[config.mk]
export PLATFORM = sky130hd
export DESIGN_NAME = sram_rd_arbiter
export DESIGN_NICKNAME = d
export VERILOG_FILES = /design/src/rtl/sram_rd_arbiter.sv
export SDC_FILE = /design/constraint.sdc
export NUM_CORES = 1
export LEC_CHECK = 0
export CAP_MARGIN = 20
export CORE_MARGIN = 10
export CORE_UTILIZATION = 34
export CTS_BUF_LIST = sky130_fd_sc_hd__clkbuf_16
export DETAILED_ROUTE_END_ITERATION = 10
export PLACE_DENSITY = 0.87
export SLEW_MARGIN = 20
export SYNTH_ARGS = -nofsm -noshare
export SYNTH_HDL_FRONTEND = slang
export SYNTH_SLANG_ARGS = --single-unit
[constraint.sdc]
create_clock -name clk -period 5 [get_ports clk]
set_input_delay 1.25 -clock clk [delete_from_list [all_inputs] [get_ports clk]]
set_output_delay 1.25 -clock clk [all_outputs]
set_load 0.02 [all_outputs]
[src/rtl/sram_rd_arbiter.sv]
// sram_rd_arbiter: shares one SRAM read port between two read requesters
// using round-robin arbitration. Writes pass straight through to the SRAM
// write port. A read that hits the address being written in the same cycle
// returns the new write data through a one-entry bypass.
//
// Handshake: a read requester raises rdN_req with a stable rdN_addr and holds
// both until it sees rdN_gnt high in the same cycle. The grant is the
// transfer. Exactly one cycle later rdN_valid pulses for one cycle with
// rdN_data. Writes are always accepted (wr_gnt mirrors wr_req).
module sram_rd_arbiter #(
  parameter int DWIDTH = 7,
  parameter int AWIDTH = 8
) (
  input  logic              clk,
  input  logic              rst,
  // write requester
  input  logic              wr_req,
  input  logic [AWIDTH-1:0] wr_addr,
  input  logic [DWIDTH-1:0] wr_data,
  output logic              wr_gnt,
  // read requester 0
  input  logic              rd0_req,
  input  logic [AWIDTH-1:0] rd0_addr,
  output logic              rd0_gnt,
  output logic              rd0_valid,
  output logic [DWIDTH-1:0] rd0_data,
  // read requester 1
  input  logic              rd1_req,
  input  logic [AWIDTH-1:0] rd1_addr,
  output logic              rd1_gnt,
  output logic              rd1_valid,
  output logic [DWIDTH-1:0] rd1_data,
  // SRAM side
  output logic              sram_wr_en,
  output logic [AWIDTH-1:0] sram_wr_addr,
  output logic [DWIDTH-1:0] sram_d,
  output logic              sram_rd_en,
  output logic [AWIDTH-1:0] sram_rd_addr,
  input  logic [DWIDTH-1:0] sram_q
);

  // rr_q: 0 prefers rd0, 1 prefers rd1 on a contested cycle
  logic              rr_q, rr_d;
  // in-flight read: busy flag plus owner tag (0 = rd0, 1 = rd1)
  logic              busy_q, busy_d;
  logic              tag_q, tag_d;
  // same-address write bypass captured on the grant cycle
  logic              byp_q, byp_d;
  logic [DWIDTH-1:0] byp_data_q, byp_data_d;

  logic              contested;
  logic [DWIDTH-1:0] rd_word;

  // Write path is a pure pass-through; writes never stall.
  always_comb begin
    wr_gnt       = wr_req;
    sram_wr_en   = wr_req;
    sram_wr_addr = wr_addr;
    sram_d       = wr_data;
  end

  // Grant selection and SRAM read-port steering.
  always_comb begin
    contested    = rd0_req & rd1_req;
    rd0_gnt      = rd0_req & (~rd1_req | ~rr_q);
    rd1_gnt      = rd1_req & (~rd0_req |  rr_q);
    sram_rd_en   = rd0_gnt | rd1_gnt;
    sram_rd_addr = '0;
    if (rd0_gnt) begin
      sram_rd_addr = rd0_addr;
    end else if (rd1_gnt) begin
      sram_rd_addr = rd1_addr;
    end
  end

  // Next-state for pointer, in-flight tag and bypass capture.
  always_comb begin
    rr_d       = contested ? ~rr_q : rr_q;
    busy_d     = sram_rd_en;
    tag_d      = rd1_gnt;
    byp_d      = sram_rd_en & wr_req & (wr_addr == sram_rd_addr);
    byp_data_d = byp_data_q;
    if (byp_d) begin
      byp_data_d = wr_data;
    end
  end

  // State registers; reset drops any in-flight read.
  always_ff @(posedge clk or negedge rst) begin
    if (!rst) begin
      rr_q       <= 1'b0;
      busy_q     <= 1'b0;
      tag_q      <= 1'b0;
      byp_q      <= 1'b0;
      byp_data_q <= '0;
    end else begin
      rr_q       <= rr_d;
      busy_q     <= busy_d;
      tag_q      <= tag_d;
      byp_q      <= byp_d;
      byp_data_q <= byp_data_d;
    end
  end

  // Response steering: only the tagged owner sees valid; data is 0 otherwise.
  always_comb begin
    rd_word   = byp_q ? byp_data_q : sram_q;
    rd0_valid = busy_q & ~tag_q;
    rd1_valid = busy_q &  tag_q;
    rd0_data  = rd0_valid ? rd_word : '0;
    rd1_data  = rd1_valid ? rd_word : '0;
  end

endmodule

# After elaboration in Yosys (flattened, before gate mapping)
# Cells that the tools add are included.
dict set report word_totals {
  reg_bits 11
  out_inout_bits 44
  inputBits 43
  wordCells 25
}
dict set report classes {
  bitwise_logic 14
  eq_ne 1
  mux 5
}
# op n
set op_table {}
lappend op_table {{2-to-1 mux 7 bit} 3}
lappend op_table {{2-to-1 mux 8 bit} 2}
lappend op_table {{equality test 8 bit} 1}
lappend op_table {{bitwise AND 1 bit} 7}
lappend op_table {{inverter 1 bit} 4}
lappend op_table {{OR 1 bit} 3}

# Longest topological paths before layout
dict set report logic_depth {
  depth_word 7
  ltp_mapped 7
  ltp_nobuf 6
}

# Least setup slack after synthesis
# No wires, ideal clock.
dict set report synth_path {
  kind {input port to output port}
  start {in rd0_req}
  end {out sram_rd_addr[0]}
  cell_stages 3
  arrival_ps 2023
  setup_slack_ps 1727
  cell_sequence {a21boi_2 > a32oi_1 > inv_1}
}
dict set report synth_via {
  elab_chain_len 5
}
# element line
set synth_rtl {}
lappend synth_rtl {{from (decl)} 22} ;# input logic rd0_req,
lappend synth_rtl {{inverter 1 bit} 66} ;# rd1_gnt = rd1_req & (~rd0_req | rr_q);
lappend synth_rtl {{OR 1 bit} 66}
lappend synth_rtl {{bitwise AND 1 bit} 66}
lappend synth_rtl {{2-to-1 mux 8 bit} 71} ;# end else if (rd1_gnt) begin
lappend synth_rtl {{2-to-1 mux 8 bit (*)} 69} ;# if (rd0_gnt) begin
lappend synth_rtl {{to (decl)} 38} ;# output logic [AWIDTH-1:0] sram_rd_addr,
# Mark *: on every way between the ends. The rest lies on a longest branch, timed or not.

# Worst setup path after layout
dict set report layout_path {
  start {in rd0_req}
  end {out sram_rd_addr[7]}
}
# The elaborated chain is that of the path after synthesis.

==> metrics <==
status completed; clock buffer depth 2; mux share of post-synthesis cell area 17.9%; worst setup margin 0.633 ns; final setup fails 0; WHS 0.516 ns; crit path capture type primary output; initial antenna violation count 0; final setup TNS 0 ns; max_cap viols 0; Synth Warn # 0; Hold Violations, Final 0; Netlist cell types 23; CTS tree built; Starting Density 35.4%; sequential-to-total area share from yosys stat 28.2%; worst clock skew 0.000192 ns; Global Route Usage Sum 12.8%; type of origin of the critical path input pin; slowest CP cell clkdlybuf4s50_1; xor and xnor area share after synthesis 8.08%; Detail Route Antenna Nets 0; met3 WL post-DR 629 µm; Top FF cell, synth dfrtp_1; Mapped Area 976 µm²; Pwr per Cell Area 282 nW/µm²; r2r startpoint rr_q; Post-Synth Simple-Gate Area 16.7%; Pre-Repair DR Iteration Count 2; FF-to-FF path depth 6; crit path launch rd0_req; HP Class flip-flop to flip-flop; most frequent cells in the layout clkdlybuf4s50_1, nor2_1, inv_1, dfrtp_1, xnor2_1; Synth async-reset ratio 100%; Min Clock Period, post-route 4.37 ns; Yosys top cell area share 28.2%; Post-CTS Hold Buffers 0; Synth Area in Adders 0%; Synth Area in Compound Gates 9.87%; die area 5410 µm²; worst-path cell chain clkdlybuf4s50_1 -> a21boi_2 -> a32oi_1 -> inv_1 -> clkdlybuf4s50_1; final max-slew violation count 0; worst-skew pair later-pin latency 0.23 ns; vias per cell 4.75; worst slew pin tran 0.476 ns; # DRC 0; Chip Width 73.6 µm; post-CTS setup repair buffer count 0; total power 0.512 mW; htree depth 1; most common cell after layout, fill and taps aside clkdlybuf4s50_1; vias in the first global route 1126; Core Area 2760 µm²; share of post-route cells with drive strength above 1 12.4%; DP Wirelength 2960 µm; clk slew on worst S/H paths 0.04 ns; DP Worst Slack 0.621 ns; CP required 3.75 ns; CP Capture Point sram_rd_addr[7]; P&R area growth vs syn 85.6%; Die Y 73.6 µm; Syn Inst Count 99; WL per Instance 16.8 µm; pin count of the biggest net entering global routing 13; Syn Nets 142; Root Driver clkbuf_16; Final Non-Filler Cells 200; Post-synth EDFFs 0; final period utilization 87.3%; wl on met1 1220 µm; critical path arrival 3.12 ns; r2r endpoint byp_data_q[5]; Inst Count DP 196; Layout fillers 212; Ports 87; largest cells by area after synthesis dfrtp_1, buf_4, mux2_4; Seq cells post-synth 11; Highest Signal Layer met4; RSZ-0062 raised after global routing false; critical path class input pin to primary output; Inserted Clock Buffers 3; wire length on met2 1480 µm; Slew Limit Headroom 68.2%; cell area after layout 1810 µm²; Ant. Diodes 0; instance area at placement 1730 µm²; R2R setup slack 2.82 ns; # rows 19; crit path max fanout 9; Final Util 65.7%; largest family of logic cells by synthesized area buffers and inverters; GPL Wtd Cong 0.763; port bufs 86; CTS sink cnt 11; max incr delay on CP 0.62 ns; Routed WL 3370 µm; drt initial violations 13; first-pass GRT wire length 5560 µm; Mapped Avg Cell Area 9.86 µm²; Synth area leader dfrtp_1; # resized after CTS 0; Max Fclk 229 MHz; Pleak 0.775 nW; maximum vdd ir drop 220 µV; nets 213; total number of vias 949; grt total ovfl 0; CP most frequent cell clkdlybuf4s50_1
## critical path, delay by kind of cell
| family | cells | cell delay, ns |
|---|---|---|
| buffers and inverters | 3 | 1.27 |
| AO/OA/AOI/OAI | 2 | 0.60 |
## how the worst min path moves through the flow
stage	start	cells after the start	to
floorplan	byp_data_q[0]	1	byp_data_q[0]
global placement	byp_data_q[2]	1	byp_data_q[2]
detailed placement	byp_data_q[3]	1	byp_data_q[3]
CTS	byp_data_q[3]	1	byp_data_q[3]
global route	byp_data_q[5]	1	byp_data_q[5]
finish	byp_data_q[3]	1	byp_data_q[3]
## area by class of cell
class	count	area (µm²)	area share (%)
timing repair buffer	87	868	47.9
multi-input combinational	57	513	28.3
sequential	11	275	15.2
clock buffer	3	75.1	4.14
tap	31	38.8	2.14
inverter	10	37.5	2.07
clock inverter	1	3.75	0.207
## state kept, by name, indices dropped and copies added, names as in the netlist
signal and flops:
tag_q 1, busy_q 1, rr_q 1, byp_data_q 7
byp_q 1
## routing by layer
metal | vias up | track usage [%]
li1 | 453 | -
met1 | 422 | 13.7
met2 | 69 | 19.8
met3 | 5 | 8.75
met4 | 0 | 4.35
met5 | - | 0
## report_power, final
| group | leakage, nW | switching, mW | internal (mW) |
|---|---|---|---|
| Combinational | 0.588 | 0.124 | 0.133 |
| Clock | 0.0423 | 0.0364 | 0.105 |
| Sequential | 0.145 | 0.0104 | 0.103 |
| Total | 0.775 | 0.170 | 0.341 |
## cells in the mapped netlist (2+ instances only)
cell and number:
a32oi_1 6, a32oi_2 2, buf_4 17, clkbuf_1 3, dfrtp_1 11, inv_1 10, mux2_4 7, mux2i_1 7
nand2_1 2, nor2_1 14, xnor2_1 8
## logic make-up after synthesis
group                     after synthesis
AOI/OAI and AO/OA                       9
muxes                                  14
xor gates and xnor gates                9
DFF                                    11
and+or+nand+nor                        25
buffers and inverters                  31
(Power assumes the default switching activity.)
